<file path="config.mk">
export PLATFORM = sky130hd
export DESIGN_NAME = pe2ddr_dispatch
export DESIGN_NICKNAME = d
export VERILOG_FILES = /design/src/rtl/pe2ddr_dispatch_pkg.sv /design/src/rtl/pe2ddr_dispatch_ins_fifo.sv /design/src/rtl/pe2ddr_dispatch.sv
export SDC_FILE = /design/constraint.sdc
export NUM_CORES = 1
export LEC_CHECK = 0
export ABC_AREA = 1
export CORE_MARGIN = 5
export CORE_UTILIZATION = 58
export CTS_CLUSTER_DIAMETER = 40
export DETAILED_ROUTE_END_ITERATION = 6
export GPL_ROUTABILITY_DRIVEN = 0
export PLACE_DENSITY_LB_ADDON = 0.05
export SYNTH_ARGS = -nofsm -noshare
export SYNTH_HDL_FRONTEND = slang
export SYNTH_SLANG_ARGS = --single-unit
</file>
<file path="constraint.sdc">
create_clock -name clk -period 14.2 [get_ports clk]
set_input_delay 2.84 -clock clk [delete_from_list [all_inputs] [get_ports clk]]
set_output_delay 2.84 -clock clk [all_outputs]
set_load 0.005 [all_outputs]
</file>
<file path="src/rtl/pe2ddr_dispatch_pkg.sv">
// Shared constants for the PE-to-DDR write-back dispatcher.
// Instruction field layout, opcode encodings and the dispatch FSM states.
package pe2ddr_dispatch_pkg;

  localparam int INST_W     = 64;
  localparam int DDR_ADDR_W = 32;
  localparam int BURST_W    = 16;

  localparam logic [3:0] OP_GATHER = 4'b0000;
  localparam int OP_PARAM_BIT = 3;
  localparam int OP_RSVD_BIT  = 2;

  localparam int OPC_LSB   = 58;
  localparam int BUF_LSB   = 52;
  localparam int CH_LSB    = 48;
  localparam int ROW_LSB   = 44;
  localparam int PIX_LSB   = 40;
  localparam int SIZE_LSB  = 40;
  localparam int SHIFT_LSB = 32;
  localparam int ADDR_LSB  = 0;

  typedef enum logic [1:0] {
    ST_IDLE,
    ST_ISSUE,
    ST_WAIT
  } disp_state_t;

  // Bits needed to hold the value n (never less than 1).
  function automatic int bw(input int n);
    return (n < 2) ? 1 : $clog2(n + 1);
  endfunction

endpackage

</file>
<file path="src/rtl/pe2ddr_dispatch_ins_fifo.sv">
// Instruction queue: synchronous FIFO with full/empty flags.
// Storage is not reset; only the pointers are.
module pe2ddr_ins_fifo #(
  parameter int WIDTH = 64,
  parameter int DEPTH = 4
) (
  input  logic             clk,
  input  logic             rst,
  input  logic             push,
  input  logic [WIDTH-1:0] wdata,
  input  logic             pop,
  output logic [WIDTH-1:0] rdata,
  output logic             full,
  output logic             empty
);

  localparam int AW = $clog2(DEPTH);

  logic [WIDTH-1:0] mem [DEPTH];
  logic [AW:0]      wp;
  logic [AW:0]      rp;
  logic             wr;
  logic             rd;

  assign empty = (wp == rp);
  assign full  = (wp[AW] != rp[AW]) &&
                 (wp[AW-1:0] == rp[AW-1:0]);
  assign wr    = push && !full;
  assign rd    = pop && !empty;
  assign rdata = mem[rp[AW-1:0]];

  always_ff @(posedge clk or posedge rst) begin
    if (rst) begin
      wp <= '0;
      rp <= '0;
    end else begin
      if (wr) wp <= wp + 1'b1;
      if (rd) rp <= rp + 1'b1;
    end
  end

  always_ff @(posedge clk) begin
    if (wr) mem[wp[AW-1:0]] <= wdata;
  end

endmodule

</file>
<file path="src/rtl/pe2ddr_dispatch.sv">
// PE-to-DDR write-back dispatcher: queues instructions, decodes them into
// gather / address-buffer / DDR channel configs, pulses starts, tracks dones.
module pe2ddr_dispatch
  import pe2ddr_dispatch_pkg::*;
#(
  parameter int PE_NUM = 32,
  parameter int DDR_CH = 2,
  parameter int QDEPTH = 4
) (
  input  logic                         clk,
  input  logic                         rst,
  input  logic [3:0]                   layer_type,
  input  logic [3:0]                   out_ch_seg,
  input  logic [7:0]                   img_width,
  input  logic [INST_W-1:0]            ins,
  input  logic                         ins_valid,
  output logic                         ins_ready,
  output logic [bw(PE_NUM/4)-1:0]      rd_sel,
  output logic                         path_sel,
  output logic                         dg_start,
  input  logic                         dg_done,
  output logic [3:0]                   dg_conf_pix_num,
  output logic [3:0]                   dg_conf_row_num,
  output logic [5:0]                   dg_conf_shift,
  output logic [1:0]                   dg_conf_pe_sel,
  output logic                         ab_start,
  input  logic                         ab_done,
  output logic [1:0]                   ab_conf_trans_type,
  output logic [7:0]                   ab_conf_trans_num,
  output logic [1:0]                   ab_conf_grp_sel,
  output logic [DDR_CH-1:0]            ddr_start,
  input  logic [DDR_CH-1:0]            ddr_done,
  output logic [DDR_CH*DDR_ADDR_W-1:0] ddr_st_addr,
  output logic [DDR_CH*DDR_ADDR_W-1:0] ddr_step,
  output logic [DDR_CH*BURST_W-1:0]    ddr_burst,
  output logic [DDR_CH*BURST_W-1:0]    ddr_burst_num,
  output logic                         busy,
  output logic                         err
);

  localparam int RS_W = bw(PE_NUM / 4);
  localparam int CS_W = bw(DDR_CH);
  localparam int NE   = DDR_CH + 2;

  disp_state_t       state;
  logic [NE-1:0]     pend;
  logic [NE-1:0]     done_v;
  logic [INST_W-1:0] head;
  logic              full;
  logic              empty;
  logic              pop;
  logic              rdy_q;

  pe2ddr_ins_fifo #(
    .WIDTH(INST_W),
    .DEPTH(QDEPTH)
  ) u_fifo (
    .clk  (clk),
    .rst  (rst),
    .push (ins_valid && ins_ready),
    .wdata(ins),
    .pop  (pop),
    .rdata(head),
    .full (full),
    .empty(empty)
  );

  assign ins_ready = rdy_q && !full;
  assign pop       = (state == ST_IDLE) && !empty;
  assign busy      = !empty || (state != ST_IDLE);
  assign done_v    = {ddr_done, ab_done, dg_done};

  logic [3:0]        opc;
  logic [5:0]        buf_id;
  logic [CS_W-1:0]   ch_sel;
  logic [3:0]        row_n;
  logic [3:0]        pix_n;
  logic [7:0]        size;
  logic [5:0]        shift;
  logic [31:0]       st_addr;
  logic              is_gather;
  logic              is_ab;
  logic              is_param;
  logic              bad;
  logic [DDR_CH-1:0] ddr_m;
  logic [31:0]       g_burst;
  logic [31:0]       g_step;
  logic [31:0]       p_len;
  logic [1:0]        pe_d;
  logic [RS_W-1:0]   rs_d;
  logic              unused;

  assign unused = ^{head[63:62], head[51:50],
                    head[39:38], layer_type[3]};

  always_comb begin
    opc       = head[OPC_LSB +: 4];
    buf_id    = head[BUF_LSB +: 6];
    ch_sel    = head[CH_LSB +: CS_W];
    row_n     = head[ROW_LSB +: 4];
    pix_n     = head[PIX_LSB +: 4];
    size      = head[SIZE_LSB +: 8];
    shift     = head[SHIFT_LSB +: 6];
    st_addr   = head[ADDR_LSB +: 32];
    is_param  = opc[OP_PARAM_BIT];
    is_ab     = !opc[OP_PARAM_BIT] && !opc[OP_RSVD_BIT];
    is_gather = (opc == OP_GATHER);
    bad       = (!opc[OP_PARAM_BIT] && opc[OP_RSVD_BIT]) ||
                (is_param && (int'(ch_sel) >= DDR_CH));
    g_burst   = ((32'(pix_n) + 32'd1) * 32'(out_ch_seg)) << 5;
    g_step    = ((32'(pix_n) + 32'd1) * 32'(img_width)) << 5;
    p_len     = layer_type[1] ? (32'(size) + 32'd1)
                              : ((32'(size) + 32'd1) << 5);
    pe_d      = layer_type[0] ? 2'b00 : buf_id[1:0];
    rs_d      = layer_type[0] ? RS_W'(buf_id >> 2) : RS_W'(buf_id);
    ddr_m     = '0;
    // Gather drives ch0 and, for plain layers, ch1; params hit ch_sel.
    for (int c = 0; c < DDR_CH; c++) begin
      ddr_m[c] = (is_gather && (c == 0 ||
                  (c == 1 && layer_type[2:1] == 2'b00))) ||
                 (is_param && int'(ch_sel) == c);
    end
  end

  always_ff @(posedge clk or posedge rst) begin
    if (rst) begin
      state              <= ST_IDLE;
      pend               <= '0;
      rdy_q              <= 1'b0;
      err                <= 1'b0;
      dg_start           <= 1'b0;
      ab_start           <= 1'b0;
      ddr_start          <= '0;
      rd_sel             <= '0;
      path_sel           <= 1'b0;
      dg_conf_pix_num    <= '0;
      dg_conf_row_num    <= '0;
      dg_conf_shift      <= '0;
      dg_conf_pe_sel     <= '0;
      ab_conf_trans_type <= '0;
      ab_conf_trans_num  <= '0;
      ab_conf_grp_sel    <= '0;
      ddr_st_addr        <= '0;
      ddr_step           <= '0;
      ddr_burst          <= '0;
      ddr_burst_num      <= '0;
    end else begin
      rdy_q     <= 1'b1;
      dg_start  <= 1'b0;
      ab_start  <= 1'b0;
      ddr_start <= '0;
      unique case (state)
        ST_IDLE: begin
          if (!empty) begin
            if (bad) begin
              err <= 1'b1;
            end else begin
              state     <= ST_ISSUE;
              pend      <= {ddr_m, is_ab, is_gather};
              dg_start  <= is_gather;
              ab_start  <= is_ab;
              ddr_start <= ddr_m;
              rd_sel    <= rs_d;
              if (is_ab) begin
                path_sel           <= !is_gather;
                ab_conf_trans_type <= opc[1:0];
                ab_conf_trans_num  <= size;
                ab_conf_grp_sel    <= buf_id[1:0];
              end
              if (is_gather) begin
                dg_conf_pix_num <= pix_n;
                dg_conf_row_num <= row_n;
                dg_conf_shift   <= shift;
                dg_conf_pe_sel  <= pe_d;
              end
              for (int c = 0; c < DDR_CH; c++) begin
                if (ddr_m[c]) begin
                  ddr_st_addr[c*DDR_ADDR_W +: DDR_ADDR_W] <=
                    DDR_ADDR_W'(st_addr);
                  ddr_step[c*DDR_ADDR_W +: DDR_ADDR_W] <= is_param ?
                    DDR_ADDR_W'(p_len) : DDR_ADDR_W'(g_step);
                  ddr_burst[c*BURST_W +: BURST_W] <= is_param ?
                    BURST_W'(p_len) : BURST_W'(g_burst);
                  ddr_burst_num[c*BURST_W +: BURST_W] <= is_param ?
                    (layer_type[0] ? BURST_W'(2) : BURST_W'(0)) :
                    BURST_W'(row_n);
                end
              end
            end
          end
        end
        ST_ISSUE: begin
          pend  <= pend & ~done_v;
          state <= ST_WAIT;
        end
        ST_WAIT: begin
          pend <= pend & ~done_v;
          if ((pend & ~done_v) == '0) state <= ST_IDLE;
        end
        default: state <= ST_IDLE;
      endcase
    end
  end

endmodule

</file>
Yosys cells after proc, flatten, opt, wreduce, memory -nomap -nowiden
Memory sizes are Yosys's and may differ from the RTL's.
Cells that the tools add are included.
W data, S select, Z words.
{ "word_totals": {"register_bits": 243, "ramBits": 256, "inputBits": 87, "output_inout_bits": 232, "elab_cells": 109, "n_memories": 1} }
{ "memory_table": {"columns": ["name", "depth", "word_bits", "read_ports", "rd_ports_with_merged_regs", "write_ports", "line", "text"], "rows": [
  ["u_fifo.mem", 4, 64, 1, 0, 1, "pe2ddr_dispatch_ins_fifo.sv:19", "logic [WIDTH-1:0] mem [DEPTH];"]
]} }
{ "op_classes": {"n_addsub": 4, "n_mul": 2, "magnitude_cmp": 1, "eq_ne": 9, "mux": 25, "n_bitwise": 4, "n_reduce_logical": 37} }
{ "ops": {"columns": ["operator", "count"], "rows": [
  ["$mul A32 B4 Y11", 1],
  ["$mux W18", 1],
  ["$mux W16", 1],
  ["$mux W2", 8],
  ["$mux W4", 4],
  ["$reduce_and A4 Y1", 4],
  ["$mux W14", 1],
  ["$mul A5 B8 Y13", 1],
  ["$logic_and A1 B1 Y1", 12],
  ["$reduce_and A3 Y1", 4],
  ["$add A8 B1 Y9 const B", 1],
  ["$logic_not A4 Y1", 2],
  ["$mux W1", 8],
  ["$pmux W4 S2", 1],
  ["$add A3 B1 Y3 const B", 2],
  ["$logic_not A2 Y1", 3],
  ["$ne A2 B2 Y1 const B", 3],
  ["$pmux W2 S3", 1],
  ["$add A4 B1 Y5 const B", 1],
  ["$logic_not A1 Y1", 5],
  ["$and A4 B4 Y4", 1],
  ["$eq A2 B2 Y1 const B", 2],
  ["$logic_or A1 B1 Y1", 4],
  ["$not A4 Y4", 1],
  ["8 further kinds", 10]
]} }

Logic depth before layout (Yosys ltp)
Gate-level depths: netlist of run 1.
{ "logic_depth": {"depth_word": 8, "ltp_mapped": 34, "depth_no_buf": 30} }

By module
Synthesis of run 1 repeated with hierarchy kept, for this count alone.
{ "hier_totals": {"hier_cells": 1848, "hier_area_um2": 19347.3} }
{ "modules_own_cells": {"columns": ["mod", "n_inst", "cells_each", "area_each_um2", "seq_area_each_um2"], "rows": [
  ["pe2ddr_ins_fifo", 1, 681, 9905.8, 7837.5],
  ["pe2ddr_dispatch", 1, 1167, 9441.6, 4329.2]
]} }

Worst setup path before layout of run 1
OpenSTA, ideal clock, no wires.
{ "synth_path": {"path_type": "input to register", "start": "input port ins_valid", "end": "memory u_fifo.mem[3][0], enable pin", "t_arrival_ns": 5.481, "path_slack_ns": 8.243, "path_stages": 2, "n_path_buf": 0, "cell_sequence": "nand2_1 -> nor2_1"} }
{ "synth_between": {"elab_chain_cells": 4} }
{ "synth_lines": {"columns": ["element", "line", "text"], "rows": [
  ["from (decl)", "pe2ddr_dispatch.sv:16", "input logic ins_valid,"],
  ["$logic_and A1 B1 Y1", "pe2ddr_dispatch.sv:60", ".push (ins_valid && ins_ready),"],
  ["$logic_and A1 B1 Y1", "pe2ddr_dispatch_ins_fifo.sv:28", "assign wr = push && !full;"],
  ["$mux W1", "pe2ddr_dispatch_ins_fifo.sv:43", "if (wr) mem[wp[AW-1:0]] <= wdata;"],
  ["$mux W1 (implied by the code)", "pe2ddr_dispatch_ins_fifo.sv:43", null],
  ["to (decl)", "pe2ddr_dispatch_ins_fifo.sv:19", null]
]} }
Every way passes these cells.

Worst setup path after layout of run 1
{ "layout_path": {"start": "input port img_width[4]", "end": "register ddr_step[45]"} }
{ "layout_between": {"elab_chain_cells": 2} }
{ "layout_lines": {"columns": ["element", "line", "text"], "rows": [
  ["from (decl)", "pe2ddr_dispatch.sv:14", "input logic [7:0] img_width,"],
  ["$mul A5 B8 Y13", "pe2ddr_dispatch.sv:111", "g_step = ((32'(pix_n) + 32'd1) * 32'(img_width)) << 5;"],
  ["$mux W18", "pe2ddr_dispatch.sv:180", "ddr_step[c*DDR_ADDR_W +: DDR_ADDR_W] <= is_param ?"],
  ["to (signal, indexed assignment)", "pe2ddr_dispatch.sv:180", null],
  ["to (decl)", "pe2ddr_dispatch.sv:34", "output logic [DDR_CH*DDR_ADDR_W-1:0] ddr_step,"]
]} }
Every way passes these cells.
A chain may end at the register's enable or synchronous reset.

==> impl_metrics.env, run 1 <==
export IMPL_vias=13400
export IMPL_finalMaxSlewViolations=0
export IMPL_wl_met3_um=3670
export IMPL_cp_slowest_cell="clkdlybuf4s50_1"
export IMPL_met1_length_um=18300
export IMPL_clockRootBuffer="clkbuf_16"
export IMPL_wl_met2_um=22400
export IMPL_clock_latency_ps=560
export IMPL_ctsHoldBuffers=0
export IMPL_htree_levels=2
export IMPL_syn_area_per_cell_um2=10.1
export IMPL_port_buffer_count=257
export IMPL_grt_total_usage_pct=25.6
export IMPL_max_cap_violations=0
export IMPL_synth_seq_area_share_pct=61.8
export IMPL_synth_area_um2=18500
export IMPL_tns_ps=0
export IMPL_cts_tree="built"
export IMPL_placementRows=65
export IMPL_ys_ff_latch=411
export IMPL_cts_buffers=46
export IMPL_rsz0062_at_grt="false"
export IMPL_fin_crit_sh_pct=43.6
export IMPL_setup_worst_path_start_class="primary input"
export IMPL_grt_pass1_vias=13400
export IMPL_grt_antenna_before_repair=3
export IMPL_nets=2231
export IMPL_drc=0
export IMPL_antenna_left=0
export IMPL_cp_data_arrival_time_ps=6630
export IMPL_first_iter_violations=1072
export IMPL_cts_resized_gates=0
export IMPL_status="complete, no violations"
export IMPL_cellPowerDensity_nw_per_um2=253
export IMPL_synth_cell_types=34
export IMPL_skew_ps=28.4
export IMPL_core_um2=31600
export IMPL_syn_to_final_growth_pct=23.0
export IMPL_fmax_mhz=161
export IMPL_initial_core_util_pct=58.7
export IMPL_leakage_uw=0.0101
export IMPL_yosys_mux_area_fraction_pct=0
export IMPL_routedWlPerCell_um=18.2
export IMPL_worstSetupPathType="primary input to flop"
export IMPL_cp_slowest_stage_delay_ps=570
export IMPL_relSlewSlack_pct=26.2
export IMPL_top_layer="met5"
export IMPL_utilization_pct=72.2
export IMPL_grt_start_max_net_pins=119
export IMPL_yosys_area_share_simple_pct=18.4
export IMPL_drt_wl_total_um=45700
export IMPL_die_w_um=189
export IMPL_required_ps=14640
export IMPL_drive_above_1_share_pct=5.96
export IMPL_seqCellArea_um2=11500
export IMPL_path_cells="clkdlybuf4s50_1 > inv_1 > nor2_1 > fa_1 > fa_1 > inv_1 > fa_1 > inv_1 > ha_1 > a21oi_1 > inv_1 > nor2_1 > nand2_1 > o21ai_0 > nand2_1 > nand2_1 > nand2_1"
export IMPL_multiInputGateArea_um2=5950
export IMPL_critPathMaxFanout=5
export IMPL_drtPass1Iterations=5
export IMPL_worstMarginPinSlew_ps=1110
export IMPL_fp_dieH_um=189
export IMPL_p_total_uw=5760
export IMPL_dieArea_um2=35600
export IMPL_cp_end_kind="flop"
export IMPL_overflow=0
export IMPL_postCtsSetupBuffers=0
export IMPL_ioPinCount=319
export IMPL_cts_buffer_depth=3
export IMPL_cts_clk_slew_worst_paths_ps=60
export IMPL_final_common_cell="nand2_1"
export IMPL_setup_viol_count_final=0
export IMPL_fillers=2240
export IMPL_synthCells=1843
export IMPL_final_cell_mix="nand2_1, clkdlybuf4s50_1, edfxtp_1"
export IMPL_synth_top_family_by_area="simple AND/OR/NAND/NOR gates"
export IMPL_synth_top_cell_by_area="edfxtp_1"
export IMPL_synth_fa_ha_area_share_pct=5.50
export IMPL_synth_compound_area_share_pct=6.37
export IMPL_via_per_inst=5.31
export IMPL_period_needed_ps=6190
export IMPL_cts_sinks=411
export IMPL_grt_pass1_wl_um=72500
export IMPL_finalHoldViolations=0
export IMPL_synth_warnings=0
export IMPL_synth_top_cells_by_area="edfxtp_1, dfrtp_1, nand2_1"
export IMPL_yosys_area_share_xor_xnor_pct=0.520
export IMPL_synth_top_area_share_pct=37.6
export IMPL_hpwl_um=29600
export IMPL_hold_path_class="flop to flop"
export IMPL_peakVddDrop_v=0.000144
==> metrics by stage <==
step / area, µm² / hold slack [ps] / setup WS (ps) / std cells
after floorplan: 18700 / 453 / 6500 / 1896
after CTS: 22800 / 472 / 8010 / 2517
after detailed placement: 21100 / 458 / 7450 / 2431
after global placement: 21100 / 454 / 7480 / 2431
final: 22800 / 471 / 8010 / 2518
after global routing: 22800 / 491 / 7670 / 2517
==> worst paths after layout <==
check                                      start                to  slack, ps  depth (start not counted)
worst max-delay path                img_width[4]      ddr_step[45]       8010                         17
max in group asynchronous                    rst  dg_conf_shift[4]      10000                          3
worst min-delay path            dg_conf_shift[2]  dg_conf_shift[2]        470                          2
worst min register to register  dg_conf_shift[2]  dg_conf_shift[2]        470                          2
min in group asynchronous                    rst      ddr_step[45]       2840                          2
worst max register to register      u_fifo.rp[0]      ddr_step[45]       8120                         25
==> cell usage after synthesis <==
master and count:
a21o_1 2, a21oi_1 18, a21oi_2 1, a31o_2 2
a31oi_1 4, a32o_1 4, buf_1 2, buf_2 33
buf_4 70, buf_6 12, clkbuf_1 23, conb_1 2
dfrtp_1 179, edfxtp_1 232, fa_1 24, ha_1 43
inv_1 114, inv_2 6, nand2_1 635, nand2_2 6
nand3_1 53, nand4_1 9, nor2_1 170, nor2_2 1
nor3_1 1, o211ai_1 1, o211ai_2 1, o21ai_0 130
o21ai_1 11, o21bai_1 1, o22ai_1 40, or2_2 2
xnor2_1 6, xor2_1 5
==> report_power, final <==
part,switching [µW],internal [µW],total (µW)
Sequential,158,1570,1730
Clock,488,807,1300
Combinational,1680,1060,2740
Total,2330,3430,5760
==> flip-flops by register name, indices dropped and copies added, names as in the netlist, 6 cells and up <==
register           cells
ab_conf_trans_num      8
ddr_burst             30
ddr_burst_num          8
ddr_st_addr           64
ddr_step              26
dg_conf_shift          6
u_fifo.mem           232
==> metal layers <==
layer / track usage (%) / vias up
met4: 6.98 / 6
met3: 6.24 / 90
li1: - / 6391
met5: 0 / -
met1: 32.5 / 6430
met2: 44.2 / 466
==> worst max-delay path: cells and delay by family <==
family	cells	cell delay, ps
AO/OA/AOI/OAI	2	360
adder cells (fa/ha/maj)	4	1890
buffers and inverters	5	860
AND/OR/NAND/NOR	6	660
==> kinds of logic (layout without fill, tap and decap cells) <==
| family | Yosys count | after routing |
|---|---|---|
| adder cells (fa/ha/maj) | 67 | 67 |
| other | 2 | 56 |
| AND/OR/NAND/NOR | 877 | 877 |
| AO/OA/AOI/OAI | 215 | 215 |
| flip-flops | 411 | 411 |
| buffers and inverters | 260 | 479 |
| XOR/XNOR | 11 | 11 |
==> final cells by class <==
| cell class | instances | share of cell area (%) |
|---|---|---|
| Multi-Input combinational cell | 1225 | 26.1 |
| Antenna cell | 1 | 0.0110 |
| Timing Repair Buffer | 273 | 11.8 |
| Clock inverter | 31 | 2.03 |
| Tap cell | 402 | 2.21 |
| Clock buffer | 55 | 5.52 |
| Inverter | 120 | 2.02 |
| Sequential cell | 411 | 50.3 |
Note: power is estimated with default switching activity, not from simulation.
==> run 2, diff against run 1 <==
--- a/config.mk
+++ b/config.mk
@@ -7,7 +7,7 @@
 export LEC_CHECK = 0
 export ABC_AREA = 1
 export CORE_MARGIN = 5
-export CORE_UTILIZATION = 58
+export CORE_UTILIZATION = 53
 export CTS_CLUSTER_DIAMETER = 40
 export DETAILED_ROUTE_END_ITERATION = 6
 export GPL_ROUTABILITY_DRIVEN = 0
==> constraint.sdc (replaced) <==
create_clock -name clk -period 6.3 [get_ports clk]
set_input_delay 1.26 -clock clk [delete_from_list [all_inputs] [get_ports clk]]
set_output_delay 1.26 -clock clk [all_outputs]
set_load 0.005 [all_outputs]
==> run 2 against run 1 <==
Clock power increased by 120%. Hold slack got worse by 3.2 ps. Via count fell by 0.34%. Clock skew decreased by 14 ps. Sequential power up 120%. Count of clock-buffer cells in the layout increased by 14. Critical path type is now flop to flop. Critical endpoint is now ddr_step[11]. Largest power group unchanged. Highest routed layer unchanged.
==> impl_metrics.env, run 2 (same netlist as run 1, synthesis figures left out) <==
export IMPL_status="complete, no violations"
export IMPL_drt_wl_total_um=47400
export IMPL_fillers=2774
export IMPL_setup_viol_count_final=0
export IMPL_drc=0
export IMPL_die_w_um=197
export IMPL_reg2reg_depth=22
export IMPL_cts_sinks=411
export IMPL_clock_latency_ps=560
export IMPL_required_ps=6790
export IMPL_placementRows=68
export IMPL_grt_antenna_before_repair=7
export IMPL_tns_ps=0
export IMPL_vias=13300
export IMPL_hold_path_class="flop to flop"
export IMPL_setup_worst_path_start_class="flop"
export IMPL_fmax_mhz=182
export IMPL_p_int_uw=7690
export IMPL_fp_dieH_um=197
export IMPL_first_iter_violations=785
export IMPL_fin_crit_sh_pct=87.3
export IMPL_drive_above_1_share_pct=6.20
export IMPL_grt_total_usage_pct=24.0
export IMPL_cts_resized_gates=0
export IMPL_peakVddDrop_v=0.000334
export IMPL_cts_tree="built"
export IMPL_grt_start_max_net_pins=85
export IMPL_finalMaxSlewViolations=0
export IMPL_critPathMaxFanout=36
export IMPL_initial_core_util_pct=53.6
export IMPL_hpwl_um=31500
export IMPL_swShare_pct=41.1
export IMPL_r2r_end="ddr_step[11]"
export IMPL_port_buffer_count=257
export IMPL_holdPathEnd="dg_conf_shift[0]"
export IMPL_largest_reg_flops=232
export IMPL_ctsHoldBuffers=0
export IMPL_postCtsSetupBuffers=0
export IMPL_leakage_uw=0.0101
export IMPL_seqPwrFrac_pct=29.7
export IMPL_grt_pass1_wl_um=72800
export IMPL_dieArea_um2=38800
export IMPL_via_per_inst=5.16
export IMPL_cp_end_kind="flop"
export IMPL_cts_buffers=53
export IMPL_worstMarginPinSlew_ps=1220
export IMPL_antenna_left=0
export IMPL_rsz0062_at_grt="false"
export IMPL_min_from="dg_conf_shift[0]"
export IMPL_cp_data_arrival_time_ps=6000
export IMPL_cts_buffer_depth=3
export IMPL_syn_to_final_growth_pct=23.6
export IMPL_core_um2=34500
export IMPL_ioPinCount=319
export IMPL_overflow=0
export IMPL_finalHoldViolations=0
export IMPL_grt_pass1_vias=13000
export IMPL_relSlewSlack_pct=18.5
export IMPL_final_common_cell="nand2_1"
export IMPL_clkPwrFrac_pct=22.3
export IMPL_cts_clk_slew_worst_paths_ps=60
export IMPL_max_cap_violations=0
export IMPL_worstSetupPathType="flop to flop"
export IMPL_period_needed_ps=5500
export IMPL_drtPass1Iterations=5
export IMPL_htree_levels=2
export IMPL_routedWlPerCell_um=18.3
export IMPL_rrSetupSlack_ps=800
export IMPL_hold_path_cell_count=2
export IMPL_postPlaceCellArea_um2=21100
export IMPL_cellPowerDensity_nw_per_um2=571
export IMPL_skew_ps=14.3
export IMPL_final_cell_mix="nand2_1, clkdlybuf4s50_1, edfxtp_1"
export IMPL_nets=2241
export IMPL_p_sw_uw=5370
export IMPL_final_cell_area_um2=22900
export IMPL_timing_final_ws_setup_ps=799
export IMPL_clockRootBuffer="clkbuf_16"
export IMPL_place_ws_ps=864
export IMPL_p_total_uw=13100
export IMPL_r2r_start="u_fifo.rp[0]"
export IMPL_power_frac_comb_pct=48.0
## run 2: layout make-up
cell class / instances / area [µm²] / share of cell area (%)
diodes: 2 / 5.00 / 0.0219
well taps: 455 / 569 / 2.49
repair buffers: 276 / 2720 / 11.9
multi-input cells: 1225 / 5950 / 26.0
clock inverters: 29 / 273 / 1.19
flip-flops and latches: 411 / 11500 / 50.0
inverters: 120 / 459 / 2.01
clock buffers: 69 / 1470 / 6.42
## run 2: layer usage
layer	track usage, %	part of all wire, %	up-vias	wire length, µm
met5	0	0.16	-	78
met4	8.24	3.3	10	1580
met3	5.40	6.7	88	3160
met2	40.3	49	420	23100
met1	31.0	41	6404	19500
li1	-	-	6415	-
## run 2: power groups by stage
stage	sequential, µW	combinational (µW)	clock (µW)
2_1_floorplan	3900	3930	0
3_3_place_gp	3900	6160	0
3_5_place_dp	3920	6270	0
4_1_cts	3880	6320	2970
5_1_grt	3950	7040	3080
6_report	3880	6270	2910
## run 2: metrics by stage
stage | util [%] | cells | hold slack, ps
finish | 66.3 | 2587 | 468
floorplan | - | 1896 | 453
CTS | 66.2 | 2585 | 470
global placement | 61.2 | 2487 | 454
detailed placement | 61.2 | 2487 | 457
global route | 66.3 | 2587 | 494
## run 2: worst max-delay path by stage
stage | from | to | slack (ps) | depth (start not counted)
floorplan | rst | ab_conf_grp_sel[0] | 180 | 1
global placement | u_fifo.rp[0] | ddr_step[11] | 950 | 24
detailed placement | u_fifo.rp[0] | ddr_step[11] | 860 | 24
CTS | u_fifo.rp[0] | ddr_step[11] | 780 | 24
global route | u_fifo.rp[0] | ddr_step[43] | 380 | 24
finish | u_fifo.rp[0] | ddr_step[11] | 800 | 22
## run 2: critical path: stages (launching register included)
cell,delay [ps]
dfrtp_4,520
clkinv_2,380
nand2_1,100
nand3_1,90
o21ai_1,110
inv_1,240
ha_1,210
inv_1,60
nor2_1,240
nand2_2,240
inv_1,180
nand2_1,90
fa_1,520
fa_1,530
fa_1,550
inv_1,40
ha_1,370
a31o_2,300
nand2_1,60
nand2_1,40
o21ai_0,380
nand2_1,100
nand2_1,90
